===== src/rtl/seq_detect_param_if.sv =====
// rtl/seq_detect_param_if.sv - serial input/detect output bundle for seq_detect_param
interface seq_detect_param_if #(
  parameter int PAT_W = 5,
  parameter int CNT_W = 8
);
  logic             en;
  logic             data;
  logic             overlap;
  logic             clear;
  logic             match;
  logic [CNT_W-1:0] match_cnt;
  logic             cnt_sat;
  logic [PAT_W-1:0] hist;

  modport master (
    output en, data, overlap, clear,
    input  match, match_cnt, cnt_sat, hist
  );

  modport slave (
    input  en, data, overlap, clear,
    output match, match_cnt, cnt_sat, hist
  );
endinterface


===== src/rtl/seq_detect_param.sv =====
// rtl/seq_detect_param.sv - parametrised serial pattern detector with saturating match counter
module seq_detect_param #(
  parameter int               PAT_W   = 5,
  parameter logic [PAT_W-1:0] PATTERN = 5'b10101,
  parameter int               CNT_W   = 8
) (
  input logic               clk,
  input logic               rst,
  seq_detect_param_if.slave bus
);
  localparam int               FILL_W   = $clog2(PAT_W + 1);
  localparam logic [FILL_W-1:0] FILL_MAX = FILL_W'(PAT_W);
  localparam logic [FILL_W-1:0] FILL_MIN = FILL_W'(PAT_W - 1);
  localparam logic [CNT_W-1:0]  CNT_MAX  = '1;

  logic [PAT_W-1:0]  hist_q;
  logic [FILL_W-1:0] fill_q;
  logic [CNT_W-1:0]  cnt_q;
  logic              match_q;
  logic              sat_q;

  logic [PAT_W-1:0]  nxt;
  logic              hit;
  logic [CNT_W-1:0]  cnt_nxt;

  // fill gating keeps reset-zero history from matching an all-zero pattern
  always_comb begin
    nxt     = {hist_q[PAT_W-2:0], bus.data};
    hit     = (nxt == PATTERN) && (fill_q >= FILL_MIN);
    cnt_nxt = cnt_q;
    if (hit && (cnt_q != CNT_MAX)) cnt_nxt = cnt_q + CNT_W'(1);
  end

  always_ff @(posedge clk or negedge rst) begin
    if (!rst) begin
      hist_q  <= '0;
      fill_q  <= '0;
      cnt_q   <= '0;
      match_q <= 1'b0;
      sat_q   <= 1'b0;
    end else if (bus.clear) begin
      hist_q  <= '0;
      fill_q  <= '0;
      cnt_q   <= '0;
      match_q <= 1'b0;
      sat_q   <= 1'b0;
    end else if (bus.en) begin
      match_q <= hit;
      cnt_q   <= cnt_nxt;
      sat_q   <= (cnt_nxt == CNT_MAX);
      // non-overlapping mode restarts from an empty history after each hit
      if (hit && !bus.overlap) begin
        hist_q <= '0;
        fill_q <= '0;
      end else begin
        hist_q <= nxt;
        fill_q <= (fill_q == FILL_MAX) ? fill_q : fill_q + FILL_W'(1);
      end
    end else begin
      match_q <= 1'b0;
    end
  end

  assign bus.match     = match_q;
  assign bus.match_cnt = cnt_q;
  assign bus.cnt_sat   = sat_q;
  assign bus.hist      = hist_q;
endmodule


===== src/flat_wrapper.sv =====
// flat-port wrapper written by rule: the top's interface ports become plain ports
module seq_detect_param_flat 
#(
  parameter int               PAT_W   = 5,
  parameter logic [PAT_W-1:0] PATTERN = 5'b10101,
  parameter int               CNT_W   = 8
)
  (clk, rst, bus_en, bus_data, bus_overlap, bus_clear, bus_match, bus_match_cnt, bus_cnt_sat, bus_hist);
  seq_detect_param_if #(.PAT_W(PAT_W), .CNT_W(CNT_W)) bus_i ();
  input logic clk;
  input logic rst;
  input wire logic [$bits(bus_i.en)-1:0] bus_en;
  input wire logic [$bits(bus_i.data)-1:0] bus_data;
  input wire logic [$bits(bus_i.overlap)-1:0] bus_overlap;
  input wire logic [$bits(bus_i.clear)-1:0] bus_clear;
  output wire logic [$bits(bus_i.match)-1:0] bus_match;
  output wire logic [$bits(bus_i.match_cnt)-1:0] bus_match_cnt;
  output wire logic [$bits(bus_i.cnt_sat)-1:0] bus_cnt_sat;
  output wire logic [$bits(bus_i.hist)-1:0] bus_hist;
  assign bus_i.en = bus_en;
  assign bus_i.data = bus_data;
  assign bus_i.overlap = bus_overlap;
  assign bus_i.clear = bus_clear;
  assign bus_match = bus_i.match;
  assign bus_match_cnt = bus_i.match_cnt;
  assign bus_cnt_sat = bus_i.cnt_sat;
  assign bus_hist = bus_i.hist;
  seq_detect_param #(.PAT_W(PAT_W), .PATTERN(PATTERN), .CNT_W(CNT_W)) u_core (.clk(clk), .rst(rst), .bus(bus_i));
endmodule

===== config.mk =====
export PLATFORM = sky130hd
export DESIGN_NAME = seq_detect_param_flat
export DESIGN_NICKNAME = d
export VERILOG_FILES = /design/src/rtl/seq_detect_param_if.sv /design/src/rtl/seq_detect_param.sv /design/src/flat_wrapper.sv
export SDC_FILE = /design/constraint.sdc
export NUM_CORES = 1
export LEC_CHECK = 0
export BUFFER_PORTS_ARGS = -buffer_cell sky130_fd_sc_hd__buf_4
export CORE_AREA = 2 2 52 54
export CTS_CLUSTER_DIAMETER = 30
export DETAILED_ROUTE_END_ITERATION = 10
export DIE_AREA = 0 0 54 56
export GPL_TIMING_DRIVEN = 1
export PLACE_DENSITY = 0.73
export SLEW_MARGIN = 40
export SYNTH_ARGS = -nofsm -noshare
export SYNTH_HDL_FRONTEND = slang
export SYNTH_SLANG_ARGS = --single-unit
export TNS_END_PERCENT = 5

===== constraint.sdc =====
create_clock -name clk -period 3.4 [get_ports clk]
set_input_delay 0.34 -clock clk [delete_from_list [all_inputs] [get_ports clk]]
set_output_delay 0.34 -clock clk [all_outputs]
set_load 0.02 [all_outputs]

==> metrics.txt <==
Cell Rows 18; Critical Path End Type register; filler cell count 235; final antenna-violating net count 0; Min-Delay Path Class primary input to register; fin nets 146; Worst path max stage delay roughly 480 ps; R2R depth 6; CP Depth 6; CTS tree yes; synthesized area per cell about 9.5 um^2; unique cell type count in the Yosys netlist 33; die span in x 54 um; DP HPWL between 1500 and 2000 um; switching share of power 0.246; Initial Utilization 0.453; Hold Buf Count CTS 1; Worst Path Class, Setup register to register; Final Hold Vio Count 0; Final Skew 5.50 ps; VDD IR max 0.000189 V; Slew Limit Fails 0; layout cells sized above 1 0.213; ys async rst share 1.00; Placer Congestion 0.820; cell internal pwr between 200 and 300 uW; power density over cell area 299 mW/mm^2; number of synthesized flops with an enable pin 0; max-cap violations 0; top cell type's share of synthesized area 0.409; CTS root buffer clkbuf_4; Die Y 56 um; Worst R2R Setup Slack between 1000 and 1500 ps; DR WL/cell around 16 um; DRT iter0 DRCs 31; Reg power frac 0.560; final wirelength ~2600 um; Leak ~0.58 nW; Mapped Cells between 100 and 150; most frequent cell after synthesis dfrtp_1; Worst Path Arrival between 2000 and 2500 ps; post-CTS setup buffers 0; Area growth syn-to-layout 19.3%; diodes inserted 0; worst-path cell with the longest stage delay dfrtp_1; core area about 0.0024 mm^2; Post-Syn Nets 125; crit-path leading delay family simple AND/OR/NAND/NOR gates; largest net degree at the start of global routing 21; initial antenna violation count 0; CP Max Fanout 7; Top-Level Pins 21; Logic pwr share 0.088; final setup violation count 0; first-pass GRT wire length ~4400 um; Yosys top cell by area dfrtp_1; clock latency on the worst-skew pair 310 ps; most instantiated cells after synthesis dfrtp_1 (18), nor2_1 (12), nand2_1 (11); Bufs and invs on worst path 1; setup_tns 0 ps; crit path cell chain ha_1 -> inv_1 -> nor3_1 -> nand3_1 -> xor2_1 -> o31ai_1; IO buf count 20; maximum clock path buffer count 2; CP required approximately 3600 ps; drt pass-1 iters 4; H-tree depth 1; hold slack 313 ps; vias in the first global route a little under 1000; total power 393 uW; die area slightly above 0.003 mm^2; Net Sw Power around 97 uW; CTS Buf Count 3; synth top area cells dfrtp_1 (41%), mux2i_1 (5.5%), nand4_1 (4.5%); fmax between 0.5 and 0.6 GHz; hold path cells 3; CTS resizes 0; DRC violations left 0; clock share of power 0.352; fin util 0.540; TritonCTS Sinks 18; Synth Flop Type dfrtp_1; clock slew at reported path FFs 110 ps; min cycle time layout roughly 1900 ps; slew at the pin closest to its max-slew limit roughly 380 ps; sequential area share after synthesis 0.409; vias per cell 6.00; Ys Warns 0; vias post-DR roughly 1000; worst rel slew slack 0.744; Yosys reg bits 18; Final Cycle Share 0.566; status completed; startpoint types register; total global routing track utilization 0.195; GRT Residual Overflow 0; RSZ-0062 raised after global routing false; Mapped Area approximately 0.0011 mm^2
==> registers in the layout, indices dropped and copies added (netlist names) <==
signal,count
u_core.bus.cnt_sat,1
u_core.bus.hist,5
u_core.bus.match,1
u_core.bus.match_cnt,8
u_core.fill_q,3
==> metrics by stage <==
step,instance area (um^2),worst slack [ps],cells
after floorplan,1100,1610,116
after global placement,1270,1560,161
after detailed placement,1270,1550,161
after CTS,1310,1500,166
after global routing,1310,1340,166
final,1310,1480,166
==> cells by family (layout without fill, tap and decap cells) <==
group,count (synthesis),count (layout),share of synthesized area
and+or+nand+nor,58,58,0.328
DFF,18,18,0.409
AOI/OAI and AO/OA,17,17,0.101
buffers and inverters,9,29,0.0329
muxes,6,6,0.0545
xor gates and xnor gates,5,5,0.0398
adders and majority gates,3,3,0.0341
==> placed cells by master, fill, tap and decap left out, types with 3 or more instances in the layout <==
cell type,synthesis,layout
a21oi_1,7,7
and2_1,3,3
buf_4,0,20
clkbuf_4,0,3
dfrtp_1,18,18
ha_1,3,3
inv_1,4,4
mux2i_1,6,6
nand2_1,11,11
nand3_1,6,6
nand4_1,8,8
nand4b_1,3,3
nor2_1,12,12
nor4_1,3,3
xor2_1,5,5
==> tightest hold or removal path, delay by kind of cell <==
family,cells,cell delay (ps)
AOI/OAI and AO/OA,1,60
buffers and inverters,1,130
and+or+nand+nor,1,60
==> metal layers <==
metal / share of wire / GRT usage
met3: 0.055 / 0.0349
met2: 0.49 / 0.286
met5: 0 / 0
met1: 0.44 / 0.270
met4: 0.013 / 0.0964
==> worst paths after layout <==
kind                                         startpoint                 endpoint
worst max-delay path            u_core.bus.match_cnt[0]       u_core.bus.cnt_sat
worst min-delay path                           bus_data       u_core.bus.hist[0]
worst max register to register  u_core.bus.match_cnt[0]       u_core.bus.cnt_sat
worst min register to register       u_core.bus.cnt_sat       u_core.bus.cnt_sat
max in group asynchronous                           rst  u_core.bus.match_cnt[7]
min in group asynchronous                           rst       u_core.bus.hist[1]
==> power by group through the flow <==
stage / Sequential, mW / Combinational (mW) / Clock [mW]
floorplan: 0.225 / 0.0172 / 0
global placement: 0.224 / 0.0330 / 0
detailed placement: 0.225 / 0.0340 / 0
CTS: 0.220 / 0.0352 / 0.142
global route: 0.221 / 0.0383 / 0.151
finish: 0.220 / 0.0345 / 0.138
==> area by class of cell <==
type / instances / area [um^2] / area share
Multi-Input combinational cell: 89 / 614 / 0.468
Inverter: 4 / 15.0 / 0.0114
Sequential cell: 18 / 450 / 0.343
Tap cell: 30 / 37.5 / 0.0286
Clock buffer: 4 / 36.3 / 0.0276
Timing Repair Buffer: 21 / 160 / 0.122
(Power assumes the default switching activity.)
